$ cat src/rtl/axis_burst_framer.sv
// axis_burst_framer: groups an AXI-Stream word flow into bursts of up to BURST beats,
// closing a partial burst after TIMEOUT idle cycles or on flush_i.
//   clock, reset_n         : clock and asynchronous active-low reset
//   s_tvalid/s_tready/s_tdata : upstream words (FIFO read side)
//   m_tvalid/m_tready/m_tlast/m_tdata : framed output stream
//   flush_i                : force-close the burst containing the held word
//   busy_o                 : a word is held or being output
module axis_burst_framer #(
    parameter int WIDTH   = 8,
    parameter int BURST   = 16,
    parameter int TIMEOUT = 15
) (
    input  logic             clock,
    input  logic             reset_n,
    input  logic             s_tvalid,
    output logic             s_tready,
    input  logic [WIDTH-1:0] s_tdata,
    output logic             m_tvalid,
    input  logic             m_tready,
    output logic             m_tlast,
    output logic [WIDTH-1:0] m_tdata,
    input  logic             flush_i,
    output logic             busy_o
);
    localparam int BW = $clog2(BURST) + 1;
    localparam int IW = $clog2(TIMEOUT) + 1;
    localparam logic [BW-1:0] BEAT_MAX = BW'(BURST - 1);
    localparam logic [IW-1:0] IDLE_MAX = IW'(TIMEOUT);

    logic             hvalid_q, hvalid_d;
    logic [WIDTH-1:0] hdata_q, hdata_d;
    logic             m_tvalid_q, m_tvalid_d;
    logic             m_tlast_q, m_tlast_d;
    logic [WIDTH-1:0] m_tdata_q, m_tdata_d;
    logic [BW-1:0]    beat_q, beat_d;
    logic [IW-1:0]    idle_q, idle_d;
    logic             ofree, accept, close, promote;

    always_comb begin
        ofree    = !m_tvalid_q || m_tready;
        // Gated by reset_n so upstream sees no accept while reset is asserted.
        s_tready = reset_n && (!hvalid_q || ofree);
        accept   = s_tvalid && s_tready;
        close    = beat_q == BEAT_MAX || idle_q == IDLE_MAX || flush_i;
        // The held word leaves only once its successor arrives or the burst closes,
        // so the last flag is always known at promotion time.
        promote  = hvalid_q && ofree && (s_tvalid || close);
        hvalid_d   = accept ? 1'b1 : (promote ? 1'b0 : hvalid_q);
        hdata_d    = accept ? s_tdata : hdata_q;
        m_tvalid_d = promote ? 1'b1 : (m_tready ? 1'b0 : m_tvalid_q);
        m_tdata_d  = promote ? hdata_q : m_tdata_q;
        m_tlast_d  = promote ? close : m_tlast_q;
        beat_d     = promote ? (close ? '0 : beat_q + 1'b1) : beat_q;
        idle_d     = (accept || !hvalid_q) ? '0 : (idle_q == IDLE_MAX ? idle_q : idle_q + 1'b1);
    end

    always_ff @(posedge clock or negedge reset_n) begin
        if (!reset_n) begin
            hvalid_q   <= 1'b0;
            hdata_q    <= '0;
            m_tvalid_q <= 1'b0;
            m_tlast_q  <= 1'b0;
            m_tdata_q  <= '0;
            beat_q     <= '0;
            idle_q     <= '0;
        end else begin
            hvalid_q   <= hvalid_d;
            hdata_q    <= hdata_d;
            m_tvalid_q <= m_tvalid_d;
            m_tlast_q  <= m_tlast_d;
            m_tdata_q  <= m_tdata_d;
            beat_q     <= beat_d;
            idle_q     <= idle_d;
        end
    end

    assign m_tvalid = m_tvalid_q;
    assign m_tlast  = m_tlast_q;
    assign m_tdata  = m_tdata_q;
    assign busy_o   = hvalid_q || m_tvalid_q;
endmodule

$ cat config.mk
export PLATFORM = sky130hd
export DESIGN_NAME = axis_burst_framer
export DESIGN_NICKNAME = d
export VERILOG_FILES = /design/src/rtl/axis_burst_framer.sv
export SDC_FILE = /design/constraint.sdc
export NUM_CORES = 1
export LEC_CHECK = 0
export ABC_AREA = 1
export CAP_MARGIN = 20
export CORE_ASPECT_RATIO = 2
export CORE_UTILIZATION = 50
export CTS_BUF_LIST = sky130_fd_sc_hd__clkbuf_8
export CTS_CLUSTER_DIAMETER = 150
export DETAILED_ROUTE_END_ITERATION = 7
export MAX_ROUTING_LAYER = met4
export PLACE_DENSITY = 0.82
export SYNTH_ARGS = -nofsm -noshare
export SYNTH_HDL_FRONTEND = slang
export SYNTH_SLANG_ARGS = --single-unit
$ cat constraint.sdc
create_clock -name clock -period 3.4 [get_ports clock]
set_input_delay 0.68 -clock clock [delete_from_list [all_inputs] [get_ports clock]]
set_output_delay 0.68 -clock clock [all_outputs]
set_load 0.05 [all_outputs]
==> impl_summary.log, run 1 <==
INFO  metric clkSlewWorstSetupHoldPaths = 0.06 ns
INFO  metric floorplan.initialDensity = 0.529
INFO  metric post_synth_num_cell_types = 21
INFO  metric number_of_global_route_vias_before_repair = 1022
INFO  metric routed_wirelength = 2520 µm
INFO  metric xor_xnor_share_of_the_synthesized_area = 0.0129
INFO  metric design.die.area = 0.00294 mm²
INFO  metric cp_max_fo = 5
INFO  metric top_level_ports = 25
INFO  metric core_area = 0.00257 mm²
INFO  metric worstSetupStartpointType = flop
INFO  metric placedCellCount = 200
INFO  metric netlist_instances = 150
INFO  metric cts_tree = done
INFO  metric dp_hpwl = 1800 µm
INFO  metric die_w = 38.9 µm
INFO  metric area_growth = 26.5%
INFO  metric setup-violations-final = 0
INFO  metric status = finished clean
INFO  metric post_cts_resized = 0
INFO  metric layout_commonest_cell = nand2_1
INFO  metric post_synthesis_compound_gate_area_fraction = 0.113
INFO  metric seq_area = 726 µm²
INFO  metric hold_viol_final = 0
INFO  metric setup_repair_after_global_routing_missed_its_margin = no
INFO  metric simple_gate_share_of_the_synthesized_area = 0.215
INFO  metric syn_area = 0.00136 mm²
INFO  metric synth_top_family_by_area = simple AND/OR/NAND/NOR gates
INFO  metric static-leakage-power = 0.857 nW
INFO  metric timing.slew.headroom = 0.666
INFO  metric grt_usage = 0.223
INFO  metric ys_seq_elements = 29
INFO  metric grt_start_max_net_pins = 27
INFO  metric worst_path_largest_cell_delay = 0.70 ns
INFO  metric data_required_time_of_the_critical_path = 2.72 ns
INFO  metric count_of_tritonroute_iterations_in_the_first_routing_pass = 4
INFO  metric grt_overflow = 0
INFO  metric drt_drc_violations_left = 0
INFO  metric antenna_violations_before_repair = 0
INFO  metric n_fill_cell = 214
INFO  metric number_of_buffers_added_by_the_clock_tree_synthesis_step = 5
INFO  metric cts.sinks = 29
INFO  metric worst_ep_arrival_time = 1.73 ns
INFO  metric timing.setup.tns = 0 ns
INFO  metric cts_max_path_buffers = 2
INFO  metric post_synth_mux_area_share = 0
INFO  metric number_of_non_filler_instances_in_the_completed_layout = 208
INFO  metric hold_path_class = reg2reg
INFO  metric die-height = 75.7 µm
INFO  metric cp_cell_sequence = or2_2, clkdlybuf4s50_1
INFO  metric critical_path_class = reg2out
INFO  metric synth_adder_area_share = 0.0368
INFO  metric worst_slew_pin_slew = 0.500 ns
INFO  metric setup.reg_to_reg.worst_slack = 1.49 ns
INFO  metric post_drt_via_cell_ratio = 5.01
INFO  metric mappedNetlistNets = 167
INFO  metric post-cts-setup-buffers = 0
INFO  metric ys.warnings.count = 0
INFO  metric worst_clock_skew = 0.00664 ns
INFO  metric route.vias.total = 1042
INFO  metric critPathSlowestCell = clkdlybuf4s50_1
INFO  metric post_route_ant_nets = 0
INFO  metric commonest_cells_after_routing_fill_and_taps_aside = 40 x nand2_1, 29 x dfrtp_1, 23 x clkdlybuf4s50_1
INFO  metric p_per_area = 888 mW/mm²
INFO  metric cts-htree-levels = 2
INFO  metric antenna_cells = 0
INFO  metric synth-seq-area-share = 0.534
INFO  metric multi_input_comb_area = 513 µm²
INFO  metric min_period_over_period = 0.708
INFO  metric drt_iter0_markers = 31
INFO  metric final_period_minus_worst_setup_slack = 2.41 ns
INFO  metric post_route_cells_drive_above_1_share = 0.156
INFO  metric gpl.final_weighted_congestion = 0.725
INFO  metric floorplan.rows = 26
INFO  metric max_freq = 415 MHz
INFO  metric wire_length_per_cell = 12.1 µm
INFO  metric synth_area_per_cell = 9.06 µm²
INFO  metric finalPower = 1.53 mW
INFO  metric design.final.nets = 196
INFO  metric final-max-slew-violation-count = 0
INFO  metric vdd_ir_drop_max = 0.495 mV
INFO  metric clockRootBuffer = clkbuf_8
INFO  metric portBuffers = 24
INFO  metric holdWs = 0.466 ns
INFO  metric endpoint_kind = primary output
INFO  metric grt_first_pass_wirelength = 4160 µm
INFO  metric ctsHoldBuffers = 0
INFO  metric clock_latency = 0.29 ns
INFO  metric cap_viol_max_count = 0
[area by class of cell]
class / count / share of cell area
Clock inverter: 1 / 0.00291
Sequential cell: 29 / 0.422
Clock buffer: 7 / 0.0560
Timing Repair Buffer: 26 / 0.154
Multi-Input combinational cell: 96 / 0.298
Inverter: 21 / 0.0459
Tap cell: 28 / 0.0204
[metal layers]
metal | global-route usage | part of all wire | wire length [µm]
met5 | - | 0 | 0
met2 | 0.344 | 0.54 | 1360
met3 | 0.114 | 0.048 | 122
met1 | 0.219 | 0.38 | 962
met4 | 0.123 | 0.029 | 74
[kinds of logic (layout without fill, tap and decap cells)]
family | after synthesis | count (layout)
compound gates | 24 | 24
xor+xnor | 2 | 2
buf+inv | 25 | 55
fa+ha+maj | 4 | 4
flops | 29 | 29
simple gates | 66 | 66
[metrics by stage]
stage	setup slack (ns)	utilization	instance area [µm²]
3_5_place_dp	1.05	0.630	1620
4_1_cts	0.991	0.669	1720
6_report	0.992	0.669	1720
2_1_floorplan	1.54	-	1360
3_3_place_gp	1.06	0.630	1620
5_1_grt	0.969	0.669	1720
[worst max-delay path: cells and delay by family (launching register included)]
family                 cells  cell delay (ns)
buffers and inverters      1             0.70
DFF                        1             0.43
and+or+nand+nor            1             0.30
[Yosys cell counts]
cell type  instances  share of area
a21oi_1            7          0.026
a21oi_2            1         0.0064
buf_4              1         0.0055
buf_6              3          0.025
dfrtp_1           29           0.53
ha_1               4          0.037
inv_1             20          0.055
inv_2              1         0.0028
nand2_1           40           0.11
nand2_4            1         0.0083
nand3_1            5          0.018
nand3_2            2          0.015
nand4_1            1         0.0046
nor2_1            13          0.036
nor2_2             1         0.0046
nor2_4             1         0.0083
o21ai_0            3          0.011
o21ai_1            5          0.018
o21ai_2            8          0.052
or2_2              2         0.0092
xor2_1             2          0.013
[power by group]
| part | internal (mW) | switching [mW] |
|---|---|---|
| combinational | 0.228 | 0.445 |
| sequential | 0.460 | 0.0798 |
| clock | 0.182 | 0.131 |
| total | 0.870 | 0.656 |
[flip-flops by register name (all words and copies together) (netlist names)]
register and count:
m_tdata 8, idle_q 5, m_tvalid 1, hdata_q 8
beat_q 5, hvalid_q 1, m_tlast 1
[worst paths after layout]
| kind | startpoint | endpoint | depth (start not counted) |
|---|---|---|---|
| max in group asynchronous | reset_n | m_tdata[6]$_DFFE_PN0P_ | 3 |
| hold reg to reg | m_tlast$_DFFE_PN0P_ | m_tlast$_DFFE_PN0P_ | 2 |
| min in group asynchronous | reset_n | idle_q[2]$_DFFE_PN0P_ | 2 |
| setup reg to reg | idle_q[0]$_DFFE_PN0P_ | m_tdata[7]$_DFFE_PN0P_ | 10 |
| hold / removal | m_tlast$_DFFE_PN0P_ | m_tlast$_DFFE_PN0P_ | 2 |
| setup / recovery | m_tvalid$_DFFE_PN0P_ | busy_o | 2 |
Power figures use the tool's default switching activity.
==> run 2, diff against run 1 <==
==> constraint.sdc (replaced) <==
create_clock -name clock -period 2.3 [get_ports clock]
set_input_delay 0.46 -clock clock [delete_from_list [all_inputs] [get_ports clock]]
set_output_delay 0.46 -clock clock [all_outputs]
set_load 0.05 [all_outputs]
==> run 2 against run 1 <==
Global-route usage up 1.3 points. Die area unchanged. Non-clock buffer count unchanged. Clock power up 20%. Register-to-register slack worse by 1.1 ns. Via count up 1.4%. Count of clock-buffer cells in the layout down 2.
==> impl_summary.log, run 2 (same netlist as run 1, synthesis figures left out) <==
INFO  metric gpl.final_weighted_congestion = 0.732
INFO  metric hold_path_class = reg2reg
INFO  metric route.vias.total = 1057
INFO  metric worstSetupStartpointType = flop
INFO  metric endpoint_kind = primary output
INFO  metric grt_first_pass_wirelength = 4560 µm
INFO  metric worst_clock_skew = 0.00572 ns
INFO  metric setup_repair_after_global_routing_missed_its_margin = no
INFO  metric cts-htree-levels = 2
INFO  metric count_of_tritonroute_iterations_in_the_first_routing_pass = 4
INFO  metric cts_tree = done
INFO  metric setup-violations-final = 0
INFO  metric cts_max_path_buffers = 2
INFO  metric die-height = 75.7 µm
INFO  metric grt_start_max_net_pins = 27
INFO  metric hold_viol_final = 0
INFO  metric finalPower = 2.18 mW
INFO  metric clockRootBuffer = clkbuf_8
INFO  metric post-cts-setup-buffers = 0
INFO  metric post_cts_resized = 0
INFO  metric timing.setup.tns = 0 ns
INFO  metric floorplan.initialDensity = 0.529
INFO  metric portBuffers = 24
INFO  metric drt_iter0_markers = 24
INFO  metric p_per_area = 1290 mW/mm²
INFO  metric number_of_buffers_added_by_the_clock_tree_synthesis_step = 5
INFO  metric drt_drc_violations_left = 0
INFO  metric ctsHoldBuffers = 0
INFO  metric final-max-slew-violation-count = 0
INFO  metric critical_path_class = reg2out
INFO  metric data_required_time_of_the_critical_path = 1.84 ns
INFO  metric timing.slew.headroom = 0.668
INFO  metric area_growth = 25.0%
INFO  metric dp_hpwl = 1990 µm
INFO  metric post_route_ant_nets = 0
INFO  metric cap_viol_max_count = 0
INFO  metric post_drt_via_cell_ratio = 5.08
INFO  metric max_freq = 461 MHz
INFO  metric static-leakage-power = 0.855 nW
INFO  metric vdd_ir_drop_max = 0.813 mV
INFO  metric floorplan.rows = 26
INFO  metric top_level_ports = 25
INFO  metric cp_max_fo = 5
INFO  metric core_area = 0.00257 mm²
INFO  metric cts.sinks = 29
INFO  metric final_period_minus_worst_setup_slack = 2.17 ns
INFO  metric antenna_cells = 0
INFO  metric number_of_global_route_vias_before_repair = 1099
INFO  metric grt_overflow = 0
INFO  metric die_w = 38.9 µm
INFO  metric antenna_violations_before_repair = 0
INFO  metric commonest_cells_after_routing_fill_and_taps_aside = 40 x nand2_1, 29 x dfrtp_1, 23 x inv_1, 23 x clkdlybuf4s50_1, 13 x nor2_1
INFO  metric routed_wirelength = 2720 µm
INFO  metric worst_ep_arrival_time = 1.71 ns
INFO  metric design.final.nets = 196
INFO  metric clkSlewWorstSetupHoldPaths = 0.06 ns
INFO  metric number_of_non_filler_instances_in_the_completed_layout = 208
INFO  metric post_route_cells_drive_above_1_share = 0.139
INFO  metric design.die.area = 0.00294 mm²
INFO  metric status = finished clean
INFO  metric clock_latency = 0.28 ns
INFO  metric placedCellCount = 200
INFO  metric wire_length_per_cell = 13.1 µm
INFO  metric layout_commonest_cell = nand2_1
INFO  metric min_period_over_period = 0.942
INFO  metric grt_usage = 0.236
INFO  metric worst_slew_pin_slew = 0.497 ns
-- run 2: cell count changes in the layout (fill, tap and decap cells not counted), sizes merged --
cell | previous run | this run
clkinv | 1 | 0
clkbuf | 7 | 5
inv | 21 | 24
-- run 2: path summary, 6_finish.rpt --
check / depth (start not counted) / slack (ns) / start / endpoint
min reg2reg: 2 / 0.49 / hdata_q[7]$_DFFE_PN0P_ / m_tdata[7]$_DFFE_PN0P_
max in group asynchronous: 2 / 1.44 / reset_n / m_tdata[5]$_DFFE_PN0P_
min in group asynchronous: 2 / 0.56 / reset_n / m_tvalid$_DFFE_PN0P_
min: 2 / 0.49 / hdata_q[7]$_DFFE_PN0P_ / m_tdata[7]$_DFFE_PN0P_
max: 2 / 0.13 / m_tvalid$_DFFE_PN0P_ / busy_o
max reg2reg: 10 / 0.35 / idle_q[0]$_DFFE_PN0P_ / m_tdata[7]$_DFFE_PN0P_
-- run 2: worst max-delay path, cell delays in order, from the launching register on --
cell and delay, ns:
dfrtp_1 0.44, or2_2 0.29, clkdlybuf4s50_1 0.70
-- run 2: layer usage --
layer  track usage  vias to the layer above  share of wire
met5             -                        -              0
met4         0.138                        0          0.026
met3        0.0612                        7          0.032
met2         0.406                       28           0.57
met1         0.225                      496           0.37
li1              -                      526              -
-- run 2: power by group --
| part | switching [mW] | internal [mW] | leakage [nW] |
|---|---|---|---|
| Sequential | 0.130 | 0.680 | 0.361 |
| Clock | 0.176 | 0.201 | 0.0519 |
| Combinational | 0.659 | 0.338 | 0.442 |
| Total | 0.965 | 1.22 | 0.855 |
-- run 2: metrics by stage --
step                area, µm²  utilization  hold slack (ns)  worst slack (ns)
floorplan                1360            -            0.164             0.696
detailed placement       1620        0.630            0.469             0.369
global placement         1620        0.630            0.454             0.406
CTS                      1700        0.661            0.484             0.122
finish                   1700        0.661            0.486             0.132
global route             1700        0.661            0.499            0.0702
-- run 2: final cells by class --
type                            instances  area (µm²)
Fill cell                             223         872
Sequential cell                        29         726
Multi-Input combinational cell         96         513
Timing Repair Buffer                   26         265
Inverter                               21        78.8
Clock buffer                            5        68.8
Tap cell                               28        35.0
Clock inverter                          3        11.3
